## src/rtl/cpu_pkg.sv

```systemverilog
// Shared CPU definitions: opcode values, instruction field positions and
// decode FSM state encoding, reused by fetch, decode and execute.
package cpu_pkg;

  localparam logic [5:0] OP_NOP  = 6'h00;
  localparam logic [5:0] OP_ADD  = 6'h01;
  localparam logic [5:0] OP_SUB  = 6'h02;
  localparam logic [5:0] OP_ADDI = 6'h08;
  localparam logic [5:0] OP_LD   = 6'h10;
  localparam logic [5:0] OP_ST   = 6'h11;
  localparam logic [5:0] OP_JMP  = 6'h20;
  localparam logic [5:0] OP_HALT = 6'h3F;

  localparam int OPCODE_MSB = 31;
  localparam int OPCODE_LSB = 26;
  localparam int RD_MSB     = 25;
  localparam int RD_LSB     = 21;
  localparam int RS1_MSB    = 20;
  localparam int RS1_LSB    = 16;
  localparam int RS2_MSB    = 15;
  localparam int RS2_LSB    = 11;
  localparam int IMM_MSB    = 15;
  localparam int IMM_LSB    = 0;
  localparam int JADDR_MSB  = 7;
  localparam int JADDR_LSB  = 0;

  typedef enum logic [1:0] {
    ST_RUN    = 2'd0,
    ST_SQUASH = 2'd1,
    ST_HALT   = 2'd2
  } dec_state_e;

  function automatic logic [31:0] sign_extend16(input logic [15:0] value);
    return {{16{value[15]}}, value};
  endfunction

endpackage

```

## src/rtl/opcode_classify.sv

```systemverilog
// Purely combinational opcode classification: legality plus the two
// opcodes that change decode control flow (jump and halt).
module opcode_classify
  import cpu_pkg::*;
(
  input  logic [5:0] opcode_i,
  output logic       legal_o,
  output logic       is_jump_o,
  output logic       is_halt_o
);

  always_comb begin
    legal_o   = 1'b0;
    is_jump_o = 1'b0;
    is_halt_o = 1'b0;
    case (opcode_i)
      OP_NOP, OP_ADD, OP_SUB, OP_ADDI, OP_LD, OP_ST: legal_o = 1'b1;
      OP_JMP: begin
        legal_o   = 1'b1;
        is_jump_o = 1'b1;
      end
      OP_HALT: begin
        legal_o   = 1'b1;
        is_halt_o = 1'b1;
      end
      default: legal_o = 1'b0;
    endcase
  end

endmodule

```

## src/rtl/instruction_decode.sv

```systemverilog
// Instruction decode stage: registers decoded fields with one cycle latency,
// discards wrong-path words after a taken jump and freezes on HALT.
module instruction_decode
  import cpu_pkg::*;
#(
  parameter int unsigned SQUASH_CYCLES = 2
) (
  input  logic        clk,
  input  logic        rst,
  input  logic [31:0] instruction,
  input  logic        instr_valid,
  input  logic        stall,
  output logic        dec_valid,
  output logic [5:0]  opcode,
  output logic [4:0]  rd,
  output logic [4:0]  rs1,
  output logic [4:0]  rs2,
  output logic [31:0] imm,
  output logic        illegal,
  output logic        branch,
  output logic [7:0]  immediate_address,
  output logic        halted
);

  localparam logic [2:0] SQUASH_INIT = SQUASH_CYCLES[2:0];

  dec_state_e  state_q, state_d;
  logic [2:0]  cnt_q, cnt_d;
  logic        dec_valid_q, dec_valid_d;
  logic [5:0]  opcode_q, opcode_d;
  logic [4:0]  rd_q, rd_d;
  logic [4:0]  rs1_q, rs1_d;
  logic [4:0]  rs2_q, rs2_d;
  logic [31:0] imm_q, imm_d;
  logic        illegal_q, illegal_d;
  logic        branch_q, branch_d;
  logic [7:0]  addr_q, addr_d;
  logic        halted_q, halted_d;

  logic        op_legal;
  logic        op_jump;
  logic        op_halt;

  opcode_classify u_classify (
    .opcode_i  (instruction[OPCODE_MSB:OPCODE_LSB]),
    .legal_o   (op_legal),
    .is_jump_o (op_jump),
    .is_halt_o (op_halt)
  );

  // Everything holds by default; branch is a pulse so it defaults low,
  // which also keeps it low through any stall.
  always_comb begin
    state_d     = state_q;
    cnt_d       = cnt_q;
    dec_valid_d = dec_valid_q;
    opcode_d    = opcode_q;
    rd_d        = rd_q;
    rs1_d       = rs1_q;
    rs2_d       = rs2_q;
    imm_d       = imm_q;
    illegal_d   = illegal_q;
    branch_d    = 1'b0;
    addr_d      = addr_q;
    halted_d    = halted_q;

    if (!stall) begin
      case (state_q)
        ST_RUN: begin
          dec_valid_d = instr_valid;
          if (instr_valid) begin
            opcode_d  = instruction[OPCODE_MSB:OPCODE_LSB];
            rd_d      = instruction[RD_MSB:RD_LSB];
            rs1_d     = instruction[RS1_MSB:RS1_LSB];
            rs2_d     = instruction[RS2_MSB:RS2_LSB];
            imm_d     = sign_extend16(instruction[IMM_MSB:IMM_LSB]);
            illegal_d = !op_legal;
            if (op_jump) begin
              branch_d = 1'b1;
              addr_d   = instruction[JADDR_MSB:JADDR_LSB];
              cnt_d    = SQUASH_INIT;
              state_d  = ST_SQUASH;
            end else if (op_halt) begin
              halted_d = 1'b1;
              state_d  = ST_HALT;
            end
          end
        end
        ST_SQUASH: begin
          dec_valid_d = 1'b0;
          if (instr_valid) begin
            cnt_d = cnt_q - 3'd1;
            if (cnt_q <= 3'd1) begin
              state_d = ST_RUN;
            end
          end
        end
        // The HALT word itself was reported once; nothing more is issued.
        ST_HALT: dec_valid_d = 1'b0;
        default: state_d = ST_RUN;
      endcase
    end
  end

  always_ff @(posedge clk or negedge rst) begin
    if (!rst) begin
      state_q     <= ST_RUN;
      cnt_q       <= 3'd0;
      dec_valid_q <= 1'b0;
      opcode_q    <= 6'd0;
      rd_q        <= 5'd0;
      rs1_q       <= 5'd0;
      rs2_q       <= 5'd0;
      imm_q       <= 32'd0;
      illegal_q   <= 1'b0;
      branch_q    <= 1'b0;
      addr_q      <= 8'd0;
      halted_q    <= 1'b0;
    end else begin
      state_q     <= state_d;
      cnt_q       <= cnt_d;
      dec_valid_q <= dec_valid_d;
      opcode_q    <= opcode_d;
      rd_q        <= rd_d;
      rs1_q       <= rs1_d;
      rs2_q       <= rs2_d;
      imm_q       <= imm_d;
      illegal_q   <= illegal_d;
      branch_q    <= branch_d;
      addr_q      <= addr_d;
      halted_q    <= halted_d;
    end
  end

  assign dec_valid         = dec_valid_q;
  assign opcode            = opcode_q;
  assign rd                = rd_q;
  assign rs1               = rs1_q;
  assign rs2               = rs2_q;
  assign imm               = imm_q;
  assign illegal           = illegal_q;
  assign branch            = branch_q;
  assign immediate_address = addr_q;
  assign halted            = halted_q;

endmodule

```

## config.mk

```make
export PLATFORM = sky130hd
export DESIGN_NAME = instruction_decode
export DESIGN_NICKNAME = d
export VERILOG_FILES = /design/src/rtl/cpu_pkg.sv /design/src/rtl/opcode_classify.sv /design/src/rtl/instruction_decode.sv
export SDC_FILE = /design/constraint.sdc
export NUM_CORES = 1
export LEC_CHECK = 0
export ABC_AREA = 1
export BUFFER_PORTS_ARGS = -buffer_cell sky130_fd_sc_hd__buf_2
export CAP_MARGIN = 20
export CELL_PAD_IN_SITES_DETAIL_PLACEMENT = 1
export CELL_PAD_IN_SITES_GLOBAL_PLACEMENT = 2
export CORE_ASPECT_RATIO = 0.8
export CORE_UTILIZATION = 24
export DETAILED_ROUTE_END_ITERATION = 8
export PLACE_DENSITY_LB_ADDON = 0.1
export SETUP_SLACK_MARGIN = 0.1
export SLEW_MARGIN = 20
export SYNTH_ARGS = -nofsm -noshare
export SYNTH_HDL_FRONTEND = slang
export SYNTH_HIERARCHICAL = 1
export SYNTH_SLANG_ARGS = --single-unit
```

## constraint.sdc

```tcl
create_clock -name clk -period 1.65 [get_ports clk]
set_clock_uncertainty 0.15 [all_clocks]
set_input_delay 0.33 -clock clk [delete_from_list [all_inputs] [get_ports clk]]
set_output_delay 0.33 -clock clk [all_outputs]
set_load 0.005 [all_outputs]
```

==> results of run 1 <==
area by class of cell:
| type | instances | area [um2] | share of cell area |
|---|---|---|---|
| Tap cell | 136 | 170 | 0.0544 |
| Timing Repair Buffer | 108 | 592 | 0.189 |
| Clock inverter | 2 | 13.8 | 0.00440 |
| Sequential cell | 49 | 1230 | 0.392 |
| Multi-Input combinational cell | 167 | 875 | 0.280 |
| Clock buffer | 6 | 129 | 0.0412 |
| Inverter | 31 | 121 | 0.0388 |
Yosys cell counts (3+ instances only):
master	number
buf_4	23
buf_6	5
dfrtp_1	49
ha_1	6
inv_1	27
inv_2	3
nand2_1	106
nand2_2	8
nand3_1	6
nor2_1	13
o21ai_0	4
o21ai_1	8
o21ai_2	9
cells by family after synthesis:
group,share of synthesized area
flip-flops,0.514
AO/OA/AOI/OAI,0.0651
AND/OR/NAND/NOR,0.240
XOR/XNOR,0.00367
adder cells (fa/ha/maj),0.0315
buffers and inverters,0.146
registers in the layout (all words and copies together) (netlist names):
signal             count
illegal                1
halted                 1
imm                   11
branch                 1
state_q                2
cnt_q                  3
immediate_address      8
rs1                    5
opcode                 6
dec_valid              1
rd                     5
rs2                    5
where the power goes:
part | leakage (nW) | switching [W] | internal [W]
sequential | 0.621 | 0.000270 | 0.00163
combinational | 1.08 | 0.000885 | 0.000827
clock | 0.0712 | 0.000472 | 0.000567
timing repair:
action,in CTS,in global routing
setup endpoints to repair,53,21
resized for setup,4,17
hold buffers,1,0
buffers inserted,0,1
endpoints found under the hold margin,11,0
pin swaps,1,3
cloned,0,0
metal layers:
metal | up-vias | part of all wire | global-route usage
met5 | - | 0 | 0
met4 | 0 | 0.017 | 0.0493
met3 | 8 | 0.038 | 0.0307
met2 | 48 | 0.44 | 0.183
met1 | 916 | 0.51 | 0.168
li1 | 983 | - | -
how the worst max path moves through the flow:
stage                     depth (start not counted)              endpoint  slack, ns
after floorplan                                   8                imm[3]       0.17
after global placement                           11            state_q[0]      0.003
after CTS                                         8            state_q[0]       0.11
after detailed placement                         11            state_q[0]     -0.005
after global routing                              7                imm[1]        0.1
final                                             8  immediate_address[7]       0.18
stage by stage:
| step | worst slack (ns) | setup TNS, ns |
|---|---|---|
| 6_report | 0.182 | 0 |
| 5_1_grt | 0.0958 | 0 |
| 4_1_cts | 0.113 | 0 |
| 3_5_place_dp | -0.00456 | -0.00456 |
| 3_3_place_gp | 0.00323 | 0 |
| 2_1_floorplan | 0.169 | 0 |
critical path, delay by kind of cell, from the launching register on:
kind                     cells  cell delay, ns
AO/OA/AOI/OAI                1            0.09
adder cells (fa/ha/maj)      1            0.15
buffers and inverters        3            0.31
flip-flops                   1            0.39
AND/OR/NAND/NOR              3            0.25
==> run metrics, run 1 <==
Die Span Y 91.2 um; full die area 0.0103 mm2; Overflow after GRT 0; Hold WS 0.0823 ns; antenna violations before repair 0; Mapped Cells 275; Max Freq 0.681 GHz; Critical Path AT 1.49 ns; post-synth top area cell dfrtp_1; total CTS buffers 5; initial core utilization 0.247; crit path cell chain inv_2 > ha_4 > buf_6 > nand2_1 > inv_2 > nand2_8 > nand2_1 > o21ai_0; r2r endpoint immediate_address[7]; Synthesis Warnings 6; RSZ-0062 raised after global routing no; Die W 113 um; gpl congestion 0.694; Power Total 0.00465 W; via-per-instance ratio 3.92; Post-Route WL 5890 um; Vias 1955; clk slew on worst S/H paths 0.07 ns; ANT cells 0; VDD IR max 500 uV; # nets final 404; slew margin rel. 0.746; Syn Std Cell Area 0.00238 mm2; WHS Endpoint rd[1]; top cell type's share of synthesized area 0.514; status complete, no violations; clk_lat worst skew 0.29 ns; vias in the first global route 1882; drt wl/cell 11.8 um; DR iter-0 viols 35; final instance area 0.00313 mm2; 1st-pass router iterations 4; post-synthesis sequential area ratio 0.514; Power Density 1490 mW/mm2; Async SR Flop Fraction 1.00; EDFF count, synth 0; Post-Layout Cell Count 499; largest net degree at the start of global routing 43; FILL cells 1175; area added between synthesis and finish 31.2%; critical path endpoint category flip-flop; I/O Buffers 100; Max-cap violations 0; Worst Setup SP state_q[1]; Core Util, Final 0.324; Post-Syn Nets 317; CP max stage cell dfrtp_1; Rows 32; CTS Sinks 49; synthesized flop and latch total 49; gr usage total 0.122; CTS tree done; Final ANT Viol Nets 0; Final Hold Fails 0; Hold Path Cell Cnt 3; H-tree levels 2; synthesized area per cell 8.67 um2; DP HPWL 4160 um; DRC 0; Worst-Margin Slew 0.381 ns; CTS Root Cell clkbuf_16; layout cell share with drive strength beyond 1 0.421; Worst Path Class, Setup flip-flop to flip-flop; placed instance count 489; Worst R2R Start state_q[1]; CP peak stage delay 0.39 ns; global-route wire length before repair 9730 um; leakage power 1.77 nW; worst reg2reg setup slack 0.18 ns; Ports 101; hold path start instruction[22]; setup violators final 0; dpl cell area 0.00290 mm2; most frequent cells in the layout nand2_1 (102), buf_2 (100), dfrtp_1 (48); startpoint types flip-flop; WP data required 1.67 ns; Hold WC Path Type input pin to flip-flop; Longest Clk Path Bufs 2; top post-synthesis cells by area dfrtp_1 (51%), nand2_1 (17%), buf_4 (7.2%), inv_1 (4.2%), o21ai_2 (3.3%); most used flip-flop cell after synthesis dfrtp_1; Synth cell types 21; Crit Path Max Fanout 17; fin. max-slew vios 0; core box area 0.00965 mm2; most common cell after layout, fill and taps aside nand2_1; min Tclk post-route 1.47 ns; Worst Reg2Reg Path Length in Cells 8; fin crit share 0.890
(Power assumes the default switching activity.)
==> inputs of run 2 (changes only) <==
- CAP_MARGIN: 20 -> not set
- CORE_UTILIZATION: 24 -> 26
==> run 2 against run 1 <==
Against the previous run: first-iteration DRC count is 20% higher; total power down 0.86%; routed wire length fell by 1.3%; highest routed layer unchanged; count of clock-buffer cells in the layout unchanged; critical path type unchanged; hold slack improved by 0.0093 ns; core utilization rose by 3.1 points; register-to-register slack hardly changed.
==> run metrics, run 2 (same netlist as run 1, synthesis figures left out) <==
ANT cells 0 (unchanged); core box area 0.00867 mm2 (-10%); layout cell share with drive strength beyond 1 0.416 (-0.00551); Overflow after GRT 0 (unchanged); gpl congestion 0.660 (-4.9%); CTS Root Cell clkbuf_16; antenna violations before repair 0 (unchanged); H-tree levels 2 (unchanged); initial core utilization 0.275 (+0.0279); vias in the first global route 1892 (+0.53%); Multi-input gate area 860 um2 (-1.7%); CP most frequent cell nand2_1; status complete, no violations; family with the most delay on the worst path simple AND/OR/NAND/NOR gates; leakage power 1.76 nW (-0.60%); largest net degree at the start of global routing 50 (+16%); total CTS buffers 5 (unchanged); Ports 101 (unchanged); Core Util, Final 0.355 (+0.0312); startpoint types flip-flop; CP peak stage delay 0.39 ns (about the same); full die area 0.00956 mm2 (-7.5%); critical path endpoint category flip-flop; via-per-instance ratio 4.07 (+3.8%); Critical Path AT 1.50 ns (about the same); RSZ-0062 raised after global routing yes; Vias 1932 (-1.2%); fin crit share 0.894 (+0.00474); area added between synthesis and finish 29.2%; register area 0.00123 mm2 (unchanged); Max-cap violations 0 (unchanged); FILL cells 1053 (-10%); setup violators final 0 (unchanged); most frequent cells in the layout nand2_1 (103), buf_2 (100), dfrtp_1 (48); Die W 109 um (-3.9%); I/O Buffers 100 (unchanged); Final ANT Viol Nets 0 (unchanged); clk_lat worst skew 0.28 ns (about the same); Die Span Y 87.7 um (-3.8%); DRC 0 (unchanged); Rows 30 (-6.3%); Largest register FFs 11 (unchanged); Hold WS 0.0916 ns (+0.00930 ns); CTS Sinks 49 (unchanged); CP max stage cell dfrtp_1; drt wl/cell 12.2 um (+3.7%); slew margin rel. 0.796 (+0.0504); min Tclk post-route 1.48 ns (+0.00782 ns); Worst-Margin Slew 0.306 ns (-0.0753 ns); Hold WC Path Type input pin to flip-flop; # nets final 404 (unchanged); # Post-CTS Setup Buffers 0 (unchanged); crit path cell chain buf_4 > ha_2 > nand2_1 > nand3_2 > nor2_4 > nand2_2 > nand2_1 > nand2_1; most common cell after layout, fill and taps aside nand2_1; Power Density 1500 mW/mm2 (+0.63%); DR iter-0 viols 42 (+20%); Crit Path Max Fanout 3 (-14); gr usage total 0.125 (+0.00207); DP HPWL 4150 um (-0.43%); Final Hold Fails 0 (unchanged); clk slew on worst S/H paths 0.07 ns (about the same); Worst Path Class, Setup flip-flop to flip-flop; VDD IR max 752 uV (+50%); WP data required 1.68 ns (about the same); 1st-pass router iterations 4 (unchanged); Longest Clk Path Bufs 2 (unchanged); Post-Route WL 5820 um (-1.3%); CTS tree done; global-route wire length before repair 9110 um (-6.4%); Max Freq 0.678 GHz (-0.53%); fin. max-slew vios 0 (unchanged); Buf/Inv on CP 1 (-2)
==> run 2: cell types whose count changed in the layout (fill, tap and decap cells not counted) <==
cell        before  now
buf_6            1    3
inv_6            2    0
buf_4            4    3
nand2_2         12   11
nor2_2           2    1
nand2_1        102  103
clkinv_2         1    0
ha_2             1    2
inv_8            0    1
buf_12           2    1
nor2_1          10   11
clkinvlp_4       0    2
ha_4             2    1
==> run 2: worst register-to-register path, stage by stage, from the launching register on <==
cell     delay, ns
dfrtp_1       0.39
buf_4         0.15
ha_2          0.19
nand2_1       0.08
nand3_2       0.09
nor2_4        0.14
nand2_2       0.07
nand2_1       0.06
nand2_1       0.04
==> run 2: area by class of cell <==
cell class / instances / share of cell area
Clock buffer: 6 / 0.0418
Multi-Input combinational cell: 167 / 0.279
Sequential cell: 49 / 0.398
Timing Repair Buffer: 108 / 0.190
Clock inverter: 2 / 0.00487
Tap cell: 112 / 0.0455
Inverter: 31 / 0.0402
==> run 2: final timing paths <==
kind | startpoint | endpoint | slack [ns] | cells after the start
min in group asynchronous | rst | rs2[0] | 0.40 | 3
worst min register to register | opcode[4] | opcode[4] | 0.32 | 2
worst min-delay path | instruction[12] | rs2[1] | 0.09 | 3
worst max register to register | state_q[0] | state_q[1] | 0.17 | 8
worst max-delay path | state_q[0] | state_q[1] | 0.17 | 8
max in group asynchronous | rst | rs2[4] | 0.68 | 3
==> run 2: per-stage QoR <==
step | total power [W] | TNS, ns | area (um2) | worst slack [ns] | cells
after floorplan | 0.00302 | 0 | 2380 | 0.169 | 275
after global placement | 0.00355 | 0 | 2860 | 0.0346 | 466
after detailed placement | 0.00359 | -0.0304 | 2860 | -0.0178 | 466
after CTS | 0.00465 | 0 | 3030 | 0.106 | 475
after global routing | 0.00506 | 0 | 3080 | 0.0587 | 475
final | 0.00461 | 0 | 3080 | 0.174 | 475
==> run 2: routing by layer <==
layer | vias up | share of wire | GRT usage
met1 | 885 | 0.48 | 0.165
met2 | 61 | 0.44 | 0.196
met5 | - | 0 | 0
li1 | 984 | - | -
met4 | 0 | 0.0026 | 0.0295
met3 | 2 | 0.076 | 0.0409
==> run 2: report_power, final <==
part	switching [W]	total (W)	internal, W
Sequential	0.000263	0.00189	0.00163
Clock	0.000449	0.00101	0.000563
Combinational	0.000877	0.00171	0.000830
Total	0.00159	0.00461	0.00302
==> run 2: repair_timing <==
| action | CTS | global route |
|---|---|---|
| cloned | 0 | 0 |
| endpoints found under the setup margin | 55 | 46 |
| endpoints found under the hold margin | 49 | 0 |
| hold buffers | 1 | 0 |
| gates resized for setup | 5 | 16 |
| pin swaps | 0 | 7 |
